**src/rtl/cart_pkg.sv**
```systemverilog
// Shared definitions for the cartridge SDRAM arbiter.
// Holds the address width, the arbiter FSM states and the requester ids.
package cart_pkg;

    localparam int ADDR_W = 25;

    typedef enum logic [1:0] {
        ARB_IDLE  = 2'd0,
        ARB_ISSUE = 2'd1,
        ARB_WAIT  = 2'd2
    } arb_state_e;

    typedef enum logic [1:0] {
        REQ_IOCTL = 2'd0,
        REQ_SLOT0 = 2'd1,
        REQ_SLOT1 = 2'd2
    } req_id_e;

endpackage

```
**src/rtl/cart_rd_buf.sv**
```systemverilog
// One-entry read buffer for a cartridge slot.
// Ports:
//   clk, reset_n  - clock, synchronous active-low reset
//   lookup_addr   - effective address the CPU currently wants
//   fill          - store fill_tag/fill_data and mark the entry valid
//   inval         - clear the valid bit (takes priority over fill)
//   hit           - entry valid and tag equals lookup_addr
//   data          - stored byte, 8'hFF after reset
module cart_rd_buf
    import cart_pkg::*;
(
    input  logic              clk,
    input  logic              reset_n,
    input  logic [ADDR_W-1:0] lookup_addr,
    input  logic              fill,
    input  logic [ADDR_W-1:0] fill_tag,
    input  logic [7:0]        fill_data,
    input  logic              inval,
    output logic              hit,
    output logic [7:0]        data
);

    logic              valid_r;
    logic [ADDR_W-1:0] tag_r;
    logic [7:0]        data_r;

    // Tag/data storage; a loader write landing in the fill cycle leaves the entry invalid.
    always_ff @(posedge clk) begin
        if (!reset_n) begin
            valid_r <= 1'b0;
            tag_r   <= {ADDR_W{1'b0}};
            data_r  <= 8'hFF;
        end else begin
            if (fill) begin
                tag_r  <= fill_tag;
                data_r <= fill_data;
            end
            if (inval) begin
                valid_r <= 1'b0;
            end else if (fill) begin
                valid_r <= 1'b1;
            end
        end
    end

    assign hit  = valid_r & (tag_r == lookup_addr);
    assign data = data_r;

endmodule

```
**src/rtl/cart_sdram_arb.sv**
```systemverilog
// Arbitrates the single SDRAM controller port between the ROM loader write
// stream and the CPU read paths of two cartridge slots.
// Ports:
//   ioctl_*  - loader write strobe/address/data in, ioctl_wait back-pressure out
//   cpuN_*   - slot read request/address in, buffered data and wait out
//   mem_*    - command pulse/we/address/data to the controller, read data and ack back
// Loader writes have priority; slot misses alternate when both are pending.
module cart_sdram_arb
    import cart_pkg::*;
#(
    parameter logic [ADDR_W-1:0] SLOT1_BASE = 25'h100_0000
) (
    input  logic              clk,
    input  logic              reset_n,
    input  logic              ioctl_wr,
    input  logic [ADDR_W-1:0] ioctl_addr,
    input  logic [7:0]        ioctl_dout,
    output logic              ioctl_wait,
    input  logic              cpu0_rd,
    input  logic [ADDR_W-1:0] cpu0_addr,
    output logic [7:0]        cpu0_data,
    output logic              cpu0_wait,
    input  logic              cpu1_rd,
    input  logic [ADDR_W-1:0] cpu1_addr,
    output logic [7:0]        cpu1_data,
    output logic              cpu1_wait,
    output logic              mem_req,
    output logic              mem_we,
    output logic [ADDR_W-1:0] mem_addr,
    output logic [7:0]        mem_din,
    input  logic [7:0]        mem_dout,
    input  logic              mem_ack
);

    arb_state_e        state_r, state_nxt_s;
    req_id_e           gnt_r, sel_s;
    logic              wpend_r, last_r;
    logic [ADDR_W-1:0] wr_addr_r, sel_addr_s, mem_addr_r, eff0_s, eff1_s;
    logic [7:0]        wr_data_r, sel_din_s, mem_din_r;
    logic              mem_req_r, mem_we_r, sel_we_s;
    logic              go_s, done_s, capture_s;
    logic              hit0_s, hit1_s, miss0_s, miss1_s, fill0_s, fill1_s;

    // Slot 1 lives at a fixed offset; the 25-bit sum wraps naturally.
    assign eff0_s    = cpu0_addr;
    assign eff1_s    = cpu1_addr + SLOT1_BASE;
    // Strobes arriving while a write is still pending are dropped.
    assign capture_s = ioctl_wr & ~wpend_r;
    assign miss0_s   = cpu0_rd & ~hit0_s;
    assign miss1_s   = cpu1_rd & ~hit1_s;
    assign fill0_s   = done_s & (gnt_r == REQ_SLOT0);
    assign fill1_s   = done_s & (gnt_r == REQ_SLOT1);

    cart_rd_buf u_buf0 (
        .clk(clk), .reset_n(reset_n), .lookup_addr(eff0_s),
        .fill(fill0_s), .fill_tag(mem_addr_r), .fill_data(mem_dout),
        .inval(capture_s), .hit(hit0_s), .data(cpu0_data)
    );

    cart_rd_buf u_buf1 (
        .clk(clk), .reset_n(reset_n), .lookup_addr(eff1_s),
        .fill(fill1_s), .fill_tag(mem_addr_r), .fill_data(mem_dout),
        .inval(capture_s), .hit(hit1_s), .data(cpu1_data)
    );

    // Next-state and requester selection; last_r=1 means slot 1 was served last.
    always_comb begin
        state_nxt_s = state_r;
        go_s        = 1'b0;
        done_s      = 1'b0;
        sel_s       = REQ_IOCTL;
        sel_addr_s  = wr_addr_r;
        sel_we_s    = 1'b1;
        sel_din_s   = wr_data_r;
        case (state_r)
            ARB_IDLE: begin
                if (wpend_r) begin
                    go_s = 1'b1;
                end else if (miss0_s && (!miss1_s || last_r)) begin
                    go_s       = 1'b1;
                    sel_s      = REQ_SLOT0;
                    sel_addr_s = eff0_s;
                    sel_we_s   = 1'b0;
                    sel_din_s  = 8'h00;
                end else if (miss1_s) begin
                    go_s       = 1'b1;
                    sel_s      = REQ_SLOT1;
                    sel_addr_s = eff1_s;
                    sel_we_s   = 1'b0;
                    sel_din_s  = 8'h00;
                end else begin
                    go_s = 1'b0;
                end
                if (go_s) begin
                    state_nxt_s = ARB_ISSUE;
                end else begin
                    state_nxt_s = ARB_IDLE;
                end
            end
            ARB_ISSUE: state_nxt_s = ARB_WAIT;
            ARB_WAIT: begin
                if (mem_ack) begin
                    done_s      = 1'b1;
                    state_nxt_s = ARB_IDLE;
                end else begin
                    state_nxt_s = ARB_WAIT;
                end
            end
            default: state_nxt_s = ARB_IDLE;
        endcase
    end

    // State, command registers, pending loader write and fairness bit.
    always_ff @(posedge clk) begin
        if (!reset_n) begin
            state_r    <= ARB_IDLE;
            gnt_r      <= REQ_IOCTL;
            mem_req_r  <= 1'b0;
            mem_we_r   <= 1'b0;
            mem_addr_r <= {ADDR_W{1'b0}};
            mem_din_r  <= 8'h00;
            wpend_r    <= 1'b0;
            wr_addr_r  <= {ADDR_W{1'b0}};
            wr_data_r  <= 8'h00;
            last_r     <= 1'b1;
        end else begin
            state_r   <= state_nxt_s;
            mem_req_r <= go_s;
            if (go_s) begin
                gnt_r      <= sel_s;
                mem_we_r   <= sel_we_s;
                mem_addr_r <= sel_addr_s;
                mem_din_r  <= sel_din_s;
            end
            if (capture_s) begin
                wpend_r   <= 1'b1;
                wr_addr_r <= ioctl_addr;
                wr_data_r <= ioctl_dout;
            end else if (done_s && gnt_r == REQ_IOCTL) begin
                wpend_r <= 1'b0;
            end
            if (fill0_s) begin
                last_r <= 1'b0;
            end else if (fill1_s) begin
                last_r <= 1'b1;
            end
        end
    end

    assign mem_req    = mem_req_r;
    assign mem_we     = mem_we_r;
    assign mem_addr   = mem_addr_r;
    assign mem_din    = mem_din_r;
    assign ioctl_wait = wpend_r;
    assign cpu0_wait  = miss0_s;
    assign cpu1_wait  = miss1_s;

endmodule

```
**config.mk**
```make
export PLATFORM = sky130hd
export DESIGN_NAME = cart_sdram_arb
export DESIGN_NICKNAME = d
export VERILOG_FILES = /design/src/rtl/cart_pkg.sv /design/src/rtl/cart_rd_buf.sv /design/src/rtl/cart_sdram_arb.sv
export SDC_FILE = /design/constraint.sdc
export NUM_CORES = 1
export LEC_CHECK = 0
export ABC_CLOCK_PERIOD_IN_PS = 3800
export CORE_UTILIZATION = 50
export DETAILED_ROUTE_END_ITERATION = 16
export HOLD_SLACK_MARGIN = 0.08
export PLACE_DENSITY = 0.88
export SYNTH_ARGS = -nofsm -noshare
export SYNTH_HDL_FRONTEND = slang
export SYNTH_SLANG_ARGS = --single-unit
export TNS_END_PERCENT = 5
```
**constraint.sdc**
```tcl
create_clock -name clk -period 3.8 [get_ports clk]
set_input_delay 1.14 -clock clk [delete_from_list [all_inputs] [get_ports clk]]
set_output_delay 1.14 -clock clk [all_outputs]
set_load 0.01 [all_outputs]
```
==> results of run 1 <==
==> worst max-delay path, cell delays in order <==
cell and delay, ns:
dlygate4sd2_1 0.25, xnor2_1 0.20, nand4_1 0.13, or4_4 0.56, o21a_1 0.22, buf_2 0.15
==> final cells by class <==
class / instances / area [um^2]
Clock inverter: 8 / 65.1
Inverter: 2 / 7.51
Clock buffer: 24 / 482
Tap cell: 168 / 210
Multi-Input combinational cell: 599 / 3400
Fill cell: 861 / 3300
Sequential cell: 141 / 2820
Timing Repair Buffer: 194 / 1880
==> per-stage QoR <==
step | instances | power [mW] | utilization [%]
after floorplan | 806 | 1.97 | -
after global placement | 1104 | 2.32 | 67.0
after detailed placement | 1104 | 2.33 | 67.0
after CTS | 1136 | 3.86 | 72.1
after global routing | 1136 | 4.00 | 72.9
final | 1136 | 3.88 | 72.9
==> cells in the mapped netlist (all sizes together) <==
cell / count / area, um^2
nor2b: 1 / 6.26
a32o: 10 / 108
clkbuf: 52 / 195
nor2: 60 / 225
and2: 6 / 37.5
o41ai: 25 / 219
inv: 1 / 3.75
or3: 1 / 6.26
nand4: 15 / 93.8
xnor2: 37 / 324
clkinv: 1 / 3.75
a31o: 1 / 8.76
dfxtp: 141 / 2820
mux2i: 1 / 10.0
xor2: 13 / 114
buf: 12 / 71.3
or4: 2 / 15.0
nand2b: 1 / 6.26
a211o: 1 / 8.76
nor4: 4 / 25.0
or3b: 1 / 8.76
o21a: 3 / 22.5
nor3b: 1 / 7.51
a21oi: 86 / 430
nand3b: 2 / 15.0
a31oi: 25 / 156
nand3: 66 / 330
o21ai: 2 / 13.8
nor3: 2 / 10.0
o31ai: 2 / 28.8
nand2: 205 / 769
o211ai: 26 / 200
==> flip-flops by register name, indices dropped and copies added, names as in the netlist <==
name,flops
u_buf1.tag_r,25
ioctl_wait,1
u_buf1.data,8
u_buf0.valid_r,1
u_buf0.tag_r,25
u_buf0.data,8
state_r,2
wr_addr_r,25
last_r,1
wr_data_r,8
mem_din,8
gnt_r,2
u_buf1.valid_r,1
mem_we,1
mem_addr,25
==> path summary, 6_finish.rpt <==
kind,startpoint,end,slack [ns],cells after the start
worst max-delay path,cpu0_addr[23],cpu0_wait,0.02,6
worst min-delay path,wr_data_r[3],wr_data_r[3],0.45,2
worst min register to register,wr_data_r[3],wr_data_r[3],0.45,2
worst max register to register,u_buf1.tag_r[21],mem_addr[12],1.42,8
==> power by group through the flow <==
stage | clock (mW) | combinational [mW] | sequential (mW)
2_1_floorplan | 0 | 0.310 | 1.66
3_3_place_gp | 0 | 0.665 | 1.65
3_5_place_dp | 0 | 0.676 | 1.65
4_1_cts | 1.55 | 0.682 | 1.62
5_1_grt | 1.62 | 0.746 | 1.63
6_report | 1.55 | 0.705 | 1.63
==> kinds of logic (layout without fill, tap and decap cells) <==
kind of cell | Yosys count | count (layout) | share of synthesized area [%]
and+or+nand+nor | 367 | 367 | 24.7
muxes | 1 | 1 | 0.159
xor gates and xnor gates | 50 | 50 | 6.95
AOI/OAI and AO/OA | 181 | 181 | 19.0
DFF | 141 | 141 | 44.8
buffers and inverters | 66 | 228 | 4.35
==> per-layer routing <==
| layer | global-route usage [%] | share of wire (%) | vias to the layer above |
|---|---|---|---|
| met2 | 52.1 | 46 | 483 |
| met5 | 0 | 0 | - |
| li1 | - | - | 3112 |
| met3 | 9.79 | 12 | 100 |
| met4 | 18.6 | 4.5 | 0 |
| met1 | 39.7 | 38 | 3115 |
==> timing repair <==
item	4_1_cts	5_1_grt
pin swaps	11	12
setup endpoints to repair	2	2
gates resized for setup	45	21
==> flow_summary.yaml, run 1 <==
critical_path:
  cp.required_ns: 2.66
  critPathMaxFanout: 2
  crit_path_end_kind: "output pin"
  crit_type: "in -> out"
  startpoint_type: "input pin"
  cp_data_arrival_time_ns: 2.64
floorplanning:
  die_y_um: 114
  start_util_pct: 51.8
  core_mm2: 0.0122
  io_pins: 151
  row_count: 40
  die_w_um: 114
  dieArea_mm2: 0.0130
placement:
  place_congestion: 0.916
  port_buffers: 150
  hpwlAfterDp_um: 13900
  preCtsSetupSlack_ns: -0.630
  place_area_mm2: 0.00815
pwr:
  peakVddDrop_mv: 0.295
  power.density_mw_per_mm2: 438
  power.internal_mw: 2.82
  swShare_pct: 27.3
  p_leak_nw: 3.33
  power_switching_mw: 1.06
  power_frac_seq_pct: 41.9
  combPwrFrac_pct: 18.1
  p_clk_share_pct: 40.0
finish:
  antenna_cells: 0
  final_common_cell: "nand2_1"
  area_delta_synth_final_pct: 40.8
  drive_gt1_share_pct: 12.3
  layout_common_cells: "205 x nand2_1, 141 x dfxtp_1, 123 x clkdlybuf4s50_1"
  design_area_mm2: 0.00886
  fin_nets: 1052
clocking:
  h-tree-depth: 4
  numCtsBuffers: 17
  clk_latency_ns: 0.42
  clkTransAtPathRegs_ns: 0.05
  cts_tree: "done"
  root_buffer: "clkbuf_16"
  clock-sinks: 141
  clock_path_buffers: 2
  cts_setup_buffers: 0
  ctsHoldBuffers: 0
grt:
  antenna_found_initial: 0
  track_usage_pct: 32.8
  overflow: 0
  grt_pass1_vias: 6621
  grt_pass1_wl_um: 32900
  grt_max_degree: 82
timing:
  timing.final.ws_setup_ns: 0.0168
  fmax_mhz: 264
  skew_ns: 0.00739
  min_period_over_period_pct: 99.6
  period_needed_ns: 3.78
  holdWs_ns: 0.454
  setup_viol: 0
  worst_pin_slew_ns: 0.875
  relSlewSlack_pct: 41.6
  hold_viol_final: 0
  tns_ns: 0
  slew_viol_final: 0
yosys:
  ys_ff_latch: 141
  syn_inst: 806
  synth_area_per_cell_um2: 7.81
  seq_area_frac_synth_pct: 44.8
  syn_area_mm2: 0.00630
  syn_nets: 903
  yosysUniqueCellTypes: 39
  ys_warn_count: 0
drt:
  wl_per_cell_um: 18.7
  drt_iter0_drc: 1027
  vias: 6810
  viasPerCell: 5.99
  dr.pass1.iters: 9
  ant_nets: 0
  drc: 0
  wl_um: 21200
hold_path:
  holdCritPathClass: "reg -> reg"
status:
  status: "finished clean"
job:
  maxCapViolCount: 0
Note: power is estimated with default switching activity, not from simulation.
==> inputs of run 2 (changes only) <==
--- a/config.mk
+++ b/config.mk
@@ -10,6 +10,7 @@
 export DETAILED_ROUTE_END_ITERATION = 16
 export HOLD_SLACK_MARGIN = 0.08
 export PLACE_DENSITY = 0.88
+export SKIP_LAST_GASP = 1
 export SYNTH_ARGS = -nofsm -noshare
 export SYNTH_HDL_FRONTEND = slang
 export SYNTH_SLANG_ARGS = --single-unit
==> run 2 against run 1 <==
Compared with the run above:
- clock skew fell by 0.00075 ns
- critical path depth stayed put
- setup slack lost 0.013 ns
- combinational power about the same
- power about the same
- clock power about the same
- cell count unchanged
- first-iteration DRC count is 1.6% lower
- critical endpoint unchanged
- largest cell class unchanged
- largest power group unchanged
==> flow_summary.yaml, run 2 (synthesis gave the netlist of run 1 again) <==
drt:
  dr.pass1.iters: 7
  viasPerCell: 6.03
  ant_nets: 0
  wl_per_cell_um: 18.7
  wl_um: 21200
  drt_iter0_drc: 1011
  drc: 0
  vias: 6846
clocking:
  h-tree-depth: 4
  cts_setup_buffers: 0
  clkTransAtPathRegs_ns: 0.05
  numCtsBuffers: 17
  cts_tree: "done"
  clock-sinks: 141
  root_buffer: "clkbuf_16"
  clock_path_buffers: 2
  clk_latency_ns: 0.42
critical_path:
  critical-path-max-stage-delay_ns: 0.56
  crit_path_end_kind: "output pin"
  path_buf_inv: 2
  cp.required_ns: 2.66
  worst-path-stages: 6
  cp_data_arrival_time_ns: 2.66
  startpoint_type: "input pin"
  crit_type: "in -> out"
  r2r-start: "u_buf1.tag_r[21]"
  r2r_slack_ns: 1.39
  ff2ff_path_depth: 8
  cpMaxStageDelayCell: "or4_4"
  cp_top_family: "simple AND/OR/NAND/NOR gates"
  critPathMaxFanout: 2
  r2r_end: "mem_addr[15]"
  crit_chain: "clkdlybuf4s15_1, xnor2_2, nand4_1, or4_4, o21a_1, buf_2"
floorplanning:
  dieArea_mm2: 0.0130
  die_w_um: 114
  core_mm2: 0.0122
  die_y_um: 114
  row_count: 40
  start_util_pct: 51.8
  io_pins: 151
job:
  maxCapViolCount: 0
timing:
  setup_viol: 0
  hold_viol_final: 0
  min_period_over_period_pct: 99.9
  timing.final.ws_setup_ns: 0.00337
  fmax_mhz: 263
  skew_ns: 0.00665
  slew_viol_final: 0
  rsz0062_at_grt: "true"
  period_needed_ns: 3.80
  worst_pin_slew_ns: 0.894
  holdWs_ns: 0.453
  relSlewSlack_pct: 40.4
  tns_ns: 0
finish:
  drive_gt1_share_pct: 12.2
  layout_common_cells: "205 x nand2_1, 141 x dfxtp_1, 123 x clkdlybuf4s50_1"
  fin_nets: 1052
  antenna_cells: 0
  final_common_cell: "nand2_1"
  area_delta_synth_final_pct: 41.2
  final_core_util_pct: 73.1
hold_path:
  min_path_cells: 2
  hold_start: "wr_addr_r[3]"
  holdCritPathClass: "reg -> reg"
  hold_path_end: "wr_addr_r[3]"
pwr:
  power.density_mw_per_mm2: 437
  fin_total_pwr_mw: 3.88
  p_leak_nw: 3.34
  peakVddDrop_mv: 0.295
grt:
  antenna_found_initial: 0
  grt_pass1_vias: 6620
  track_usage_pct: 32.8
  grt_pass1_wl_um: 32900
  overflow: 0
  grt_max_degree: 82
placement:
  place_congestion: 0.916
  hpwlAfterDp_um: 13900
  preCtsSetupSlack_ns: -0.630
  port_buffers: 150
status:
  status: "finished clean"
run 2: area by class of cell:
type                    instances  area [um^2]
clock buffers                  24          482
clock inverters                 8         65.1
fillers                       857         3270
inverters                       2         7.51
multi-input cells             599         3420
flip-flops and latches        141         2820
well taps                     168          210
repair buffers                194         1890
run 2: per-stage QoR:
stage,cells,area (um^2)
after global routing,1136,8890
after CTS,1136,8780
after floorplan,806,6300
after detailed placement,1104,8150
after global placement,1104,8150
final,1136,8890
run 2: timing repair:
item,4_1_cts,5_1_grt
pin swaps,10,13
endpoints found under the setup margin,2,2
cloned,0,0
hold buffers,0,0
resized for setup,43,22
run 2: worst reg2reg max path: cells and delay by family, from the launching register on:
| family | cells | cell delay [ns] |
|---|---|---|
| AO/OA/AOI/OAI | 3 | 0.76 |
| XOR/XNOR | 1 | 0.23 |
| buffers and inverters | 2 | 0.37 |
| flip-flops | 1 | 0.33 |
| AND/OR/NAND/NOR | 2 | 0.64 |
run 2: report_power, final:
group / switching [mW] / leakage, nW / total (mW) / internal [mW]
Sequential: 0.0752 / 1.15 / 1.63 / 1.55
Clock: 0.608 / 0.277 / 1.55 / 0.943
Combinational: 0.375 / 1.92 / 0.706 / 0.331
Total: 1.06 / 3.34 / 3.88 / 2.82
run 2: worst max path at each step:
stage,startpoint,to,slack (ns)
2_1_floorplan,cpu0_addr[5],cpu0_wait,0.20
3_3_place_gp,cpu0_addr[22],cpu0_wait,-0.63
3_5_place_dp,cpu0_addr[22],cpu0_wait,-0.63
4_1_cts,cpu0_addr[2],cpu0_wait,-0.02
5_1_grt,cpu0_addr[13],cpu0_wait,-0.004
6_report,cpu0_addr[13],cpu0_wait,0.003
run 2: metal layers:
layer	vias up	global-route usage [%]	part of all wire [%]
met2	514	52.1	46
li1	3105	-	-
met1	3137	39.7	38
met5	-	0	0
met3	90	9.79	12
met4	0	18.6	4.2
